[src/rtl/decompress_1_pkg.sv]
// Shared constants, state encoding and coefficient helper for decompress_1.
// Latency: n/a (declarations only).
// Backpressure: n/a.
package decompress_1_pkg;

    localparam int          N_BYTES = 32;
    localparam int          N_PAIRS = 128;
    localparam logic [15:0] HALF_Q  = 16'd1665;

    typedef enum logic [1:0] {
        IDLE = 2'd0,
        LOAD = 2'd1,
        OUT  = 2'd2,
        DONE = 2'd3
    } state_t;

    // One message bit maps to either 0 or round(q/2).
    function automatic logic [15:0] coeff(input logic b);
        return b ? HALF_Q : 16'd0;
    endfunction

endpackage

[src/rtl/decompress_1_msg_buffer.sv]
// 32x8 message store: one synchronous write port, one combinational read port.
// Latency: write lands on the clock edge, read is same-cycle combinational.
// Backpressure: none; writes are accepted every cycle wr_en is high.
module msg_buffer
    import decompress_1_pkg::*;
(
    input  logic       clk,
    input  logic       wr_en,
    input  logic [4:0] wr_addr,
    input  logic [7:0] wr_data,
    input  logic [4:0] rd_addr,
    output logic [7:0] rd_data
);

    logic [7:0] mem [N_BYTES];

    // Contents are not reset; the producer always reloads before a run.
    always_ff @(posedge clk) begin
        if (wr_en) begin
            mem[wr_addr] <= wr_data;
        end
    end

    assign rd_data = mem[rd_addr];

endmodule

[src/rtl/decompress_1.sv]
// 1-bit message decompression: 32 loaded bytes -> 128 coefficient pairs (bit ? 1665 : 0).
// Latency: byte written one cycle after its request; first pair valid the cycle after OUT entry.
// Backpressure: readout low holds the current pair; optional DECOMPRESS_1_AUTO_RESTART_EN re-arms LOAD after DONE.
module decompress_1
    import decompress_1_pkg::*;
(
    input  logic        clk,
    input  logic        reset,
    input  logic        set,
    input  logic        readin,
    input  logic        readout,
    input  logic        full_in,
    input  logic [7:0]  decomp_din,
    input  logic [7:0]  in_index,
    output logic [15:0] decomp_dout_1,
    output logic [15:0] decomp_dout_2,
    output logic [7:0]  out_index,
    output logic        readin_ok,
    output logic        readout_ok,
    output logic        done
);

    state_t     state;
    logic       take;
    logic       wr_en;
    logic [4:0] wr_addr;
    logic [6:0] next_k;
    logic [4:0] rd_addr;
    logic [7:0] rd_data;
    logic [7:0] byte_sel;
    logic       bit_lo;
    logic       bit_hi;
    logic       last_byte;

    // The data phase of an accepted request writes the byte; upper index bits wrap.
    assign wr_en     = take;
    assign wr_addr   = in_index[4:0];
    assign last_byte = take && full_in && (state == LOAD);

    msg_buffer u_buf (
        .clk     (clk),
        .wr_en   (wr_en),
        .wr_addr (wr_addr),
        .wr_data (decomp_din),
        .rd_addr (rd_addr),
        .rd_data (rd_data)
    );

    // Pair to be presented after the coming edge: pair 0 on OUT entry, else the successor.
    always_comb begin
        next_k = 7'd0;
        if (state == OUT) begin
            next_k = out_index[6:0] + 7'd1;
        end
    end

    assign rd_addr = next_k[6:2];

    // Forward the byte being written this cycle so the final byte is visible to pair 0.
    assign byte_sel = (wr_en && (wr_addr == rd_addr)) ? decomp_din : rd_data;
    assign bit_lo   = byte_sel[{next_k[1:0], 1'b0}];
    assign bit_hi   = byte_sel[{next_k[1:0], 1'b1}];

    // Control FSM with registered handshake flags and output pair.
    always_ff @(posedge clk) begin
        if (reset) begin
            state         <= IDLE;
            take          <= 1'b0;
            out_index     <= 8'd0;
            decomp_dout_1 <= 16'd0;
            decomp_dout_2 <= 16'd0;
            readin_ok     <= 1'b0;
            readout_ok    <= 1'b0;
            done          <= 1'b0;
        end else begin
            take <= readin && readin_ok && set && !last_byte;
            if (!set) begin
                state      <= IDLE;
                out_index  <= 8'd0;
                readin_ok  <= 1'b0;
                readout_ok <= 1'b0;
                done       <= 1'b0;
            end else begin
                case (state)
                    IDLE: begin
                        state     <= LOAD;
                        readin_ok <= 1'b1;
                    end
                    LOAD: begin
                        if (last_byte) begin
                            state         <= OUT;
                            readin_ok     <= 1'b0;
                            readout_ok    <= 1'b1;
                            out_index     <= 8'd0;
                            decomp_dout_1 <= coeff(bit_lo);
                            decomp_dout_2 <= coeff(bit_hi);
                        end
                    end
                    OUT: begin
                        if (readout && readout_ok) begin
                            if (out_index == 8'(N_PAIRS - 1)) begin
                                state      <= DONE;
                                readout_ok <= 1'b0;
                                done       <= 1'b1;
                            end else begin
                                out_index     <= out_index + 8'd1;
                                decomp_dout_1 <= coeff(bit_lo);
                                decomp_dout_2 <= coeff(bit_hi);
                            end
                        end
                    end
                    DONE: begin
`ifdef DECOMPRESS_1_AUTO_RESTART_EN
                        state     <= LOAD;
                        done      <= 1'b0;
                        out_index <= 8'd0;
                        readin_ok <= 1'b1;
`else
                        state <= DONE;
`endif
                    end
                    default: begin
                        state <= IDLE;
                    end
                endcase
            end
        end
    end

endmodule

[config.mk]
export PLATFORM = sky130hd
export DESIGN_NAME = decompress_1
export DESIGN_NICKNAME = d
export VERILOG_FILES = /design/src/rtl/decompress_1_pkg.sv /design/src/rtl/decompress_1_msg_buffer.sv /design/src/rtl/decompress_1.sv
export SDC_FILE = /design/constraint.sdc
export NUM_CORES = 1
export LEC_CHECK = 0
export BUFFER_PORTS_ARGS = -buffer_cell sky130_fd_sc_hd__clkbuf_2
export CAP_MARGIN = 10
export CORE_ASPECT_RATIO = 0.8
export CORE_MARGIN = 2
export CORE_UTILIZATION = 65
export CTS_BUF_LIST = sky130_fd_sc_hd__clkbuf_4 sky130_fd_sc_hd__clkbuf_8
export CTS_CLUSTER_SIZE = 12
export DETAILED_ROUTE_END_ITERATION = 6
export PLACE_DENSITY = 0.9
export SYNTH_ARGS = -nofsm -noshare
export SYNTH_HDL_FRONTEND = slang
export SYNTH_SLANG_ARGS = --single-unit
[constraint.sdc]
create_clock -name clk -period 5.1 [get_ports clk]
set_input_delay 0.255 -clock clk [delete_from_list [all_inputs] [get_ports clk]]
set_output_delay 0.255 -clock clk [all_outputs]
set_load 0.01 [all_outputs]
==> run summary <==
Routed WL per cell = 25.8 microns
1st-iter DRT viols = 1643
Number of register bits inferred by synthesis = 272
Worst-Margin Slew = 1.04 ns
Fin Hold WS = 0.0494 ns
DP Area = 11800 sq um
Clk Latency, worst-skew pair = 0.55 ns
Power Dens Cells = 340 nW/um^2
Drt total wl = 30400 microns
Final Max Slew Viols = 0
Reg-to-reg setup timing slack = 1.13 ns
Gr ovfl total = 0
Layout Nets = 948
First-pass GRT wire length = 45200 microns
Reg clk slew, reported paths = 0.06 ns
Post-CTS resize count = 0
# setup viols final = 0
Clk buf depth = 3
Lkg Pwr = 0.00423 uW
Simple-gate area share of the yosys netlist = 11.8%
Crit path max-delay family = simple AND/OR/NAND/NOR gates
R2R depth = 11
Post-Synth XOR/XNOR Area = 0.606%
DRT Pass-1 Iters = 7
Yosys top cell by area = edfxtp_1
Post-Synth Adder-Cell Area = 0.108%
Pwr Total = 4280 uW
Clk_skew = 0.0207 ns
Clk pwr share = 41.2%
Setup tns final = 0 ns
Vias in the first global route = 7549
VDD IR max = 0.332 mV
Setup crit end = decomp_dout_1[9]$_SDFFE_PP0P_
Failing checks = design-rule violations
Port-buffer cells = 37
Multiplexer area fraction after synthesis = 4.12%
Worst Path Arrival = 4.40 ns
RSZ-0062 raised after global routing = false
CP Launch Type = register
Synth area leaders = edfxtp_1 66%, nand2_1 4.7%, mux2i_1 3.1%
CTS Buf Count = 40
Hold buffers post-CTS = 2
Sequential share of the synthesized area = 69.2%
Crit path largest cell delay = 0.79 ns
Max Cap Viol = 0
Initial antenna violation count = 0
Final hold violations = 0
WS Path Type = reg2reg
HP Class = in2reg
Row count = 43
Netlist cell types = 63
Post-route ant nets = 0
Slew margin rel. = 30.3%
DP Cell Count = 1106
H-Tree Depth = 2
Synth Instances = 886
Reg power frac = 57.0%
Ys Warns = 0
Tmin final = 3.97 ns
Overall Global Routing Usage = 32.2%
Vias per cell = 6.86
CTS Sinks = 272
Top FF cell, synth = edfxtp_1
Area share of the largest cell type after synthesis = 66.4%
Fill count = 1051
Status = finished, violations left
Share of cells above drive strength 1 = 13.8%
Top cells by count, synth = 256 x edfxtp_1, 144 x nand2_1, 66 x a21oi_1
Switching part of the total = 21.1%
Synth Cell Area = 11600 sq um
CTS tree = yes
CTS root buf = clkbuf_8
Post-route cell area = 12600 sq um
Core area = 17400 sq um
DR vias = 8078
Compound-cell area share of the yosys netlist = 9.78%
Reg2Reg Launch Point = state[1]$_SDFFE_PP0P_
Area Growth Syn to Fin = 8.76%
DP HPWL = 17800 microns
Top-count cell post-synth = edfxtp_1
Switch Pwr = 902 uW
Max Fclk = 252 MHz
Slowest-stage cell, CP = nor2b_1
Comb power frac = 1.7%
Critical path launch point = state[1]$_SDFFE_PP0P_
Diode count = 0
Final GP Congestion = 0.971
Syn_area_per_cell = 13.1 sq um
Starting Density = 66.6%
Buffers & Inverters on Critical Path = 2
Critical path depth = 11
Post-synth EDFFs = 256
Cell Int Power = 3380 uW
Fin cells = 1177
Crit-path cells = nor2b_1 > buf_4 > and2_4 > buf_4 > mux2i_1 > a211oi_1 > o21ai_0 > a32o_1 > o21ai_0 > o211ai_1 > o211ai_1
Drt drc = 4
Die ar. = 18900 sq um
R2r endpoint = decomp_dout_1[9]$_SDFFE_PP0P_
Final Cycle Share = 77.9%
Setup Fix Bufs, Post-CTS = 0
CP max FO = 33
Die width = 153 microns
Crit path capture type = register
Top Ports = 65
Synth async-reset ratio = 0%
Chip Height = 123 microns
Crit path required time = 5.53 ns
Largest net degree at the start of global routing = 70
Main combinational cell family by area after synthesis = simple AND/OR/NAND/NOR gates
==> cells in the final DEF (no fill, tap or decap), types with 3 or more instances in the layout <==
| cell type | n |
|---|---|
| nand4_1 | 5 |
| clkbuf_4 | 12 |
| o21ai_0 | 7 |
| xnor2_1 | 6 |
| a22oi_1 | 35 |
| clkbuf_2 | 37 |
| a21oi_1 | 66 |
| nand2_1 | 144 |
| or3_1 | 4 |
| nand2b_1 | 5 |
| buf_4 | 16 |
| nor3_1 | 4 |
| nand3_1 | 44 |
| nor2_1 | 60 |
| clkinv_2 | 4 |
| a211oi_1 | 16 |
| a31oi_1 | 12 |
| clkbuf_8 | 40 |
| o211ai_1 | 6 |
| dfxtp_1 | 16 |
| a32oi_1 | 5 |
| mux2_2 | 5 |
| mux2i_1 | 35 |
| inv_1 | 3 |
| nand3b_1 | 6 |
| edfxtp_1 | 256 |
| and3_1 | 14 |
| a21boi_0 | 3 |
| clkinv_1 | 7 |
| conb_1 | 24 |
==> worst min path at each step <==
stage,from,cells after the start,to
floorplan,decomp_din[0],0,u_buf.mem[0][0]$_DFFE_PP_
global placement,readin_ok$_SDFFE_PP0P_,2,take$_SDFF_PP0_
detailed placement,readin_ok$_SDFFE_PP0P_,2,take$_SDFF_PP0_
CTS,readout,3,state[0]$_SDFFE_PP0P_
global route,readout,3,state[0]$_SDFFE_PP0P_
finish,readout,3,state[0]$_SDFFE_PP0P_
==> stage by stage <==
stage | setup WS, ns | util, %
after detailed placement | 1.35 | 67.8
after global routing | 0.963 | 72.4
after floorplan | 2.33 | -
after global placement | 1.44 | 67.8
after CTS | 1.32 | 72.4
final | 1.13 | 72.4
==> kinds of logic (layout without fill, tap and decap cells) <==
family,after synthesis,in the layout
AND/OR/NAND/NOR,303,303
flip-flops,272,272
AO/OA/AOI/OAI,172,172
buffers and inverters,85,128
multiplexers,44,44
XOR/XNOR,8,8
adder cells (fa/ha/maj),1,1
other,1,24
==> layer usage <==
layer	global-route usage, %	wire, microns	up-vias
li1	-	-	3358
met1	43.6	10500	3832
met2	49.8	13900	784
met3	11.2	4950	104
met4	10.6	970	0
met5	0	0	-
==> worst min-delay path, stage by stage <==
cell and delay (ns):
clkbuf_2 0.11, nand3_1 0.09, a21oi_1 0.08
==> flip-flops by register name (all words and copies together), names as in the netlist <==
signal and flops:
u_buf.mem 256, out_index 8, state 2, decomp_dout_1 1, decomp_dout_2 1, done 1
readin_ok 1, readout_ok 1, take 1
==> power groups by stage <==
stage                     combinational (uW)  sequential (uW)  clock (uW)
after floorplan                         34.6             2490           0
after global placement                  65.0             2490           0
after detailed placement                68.5             2490           0
after CTS                               70.6             2440        1750
after global routing                    77.5             2440        1850
final                                   74.1             2440        1770
==> area by class of cell <==
cell class	instances	area (sq um)	area share, %
inverter	3	11.3	0.0895
sequential	272	8010	63.6
clock buffer	52	641	5.09
tap	225	282	2.24
multi-input combinational	552	3160	25.1
clock inverter	17	141	1.12
timing repair buffer	56	345	2.74
Note: power is estimated with default switching activity, not from simulation.
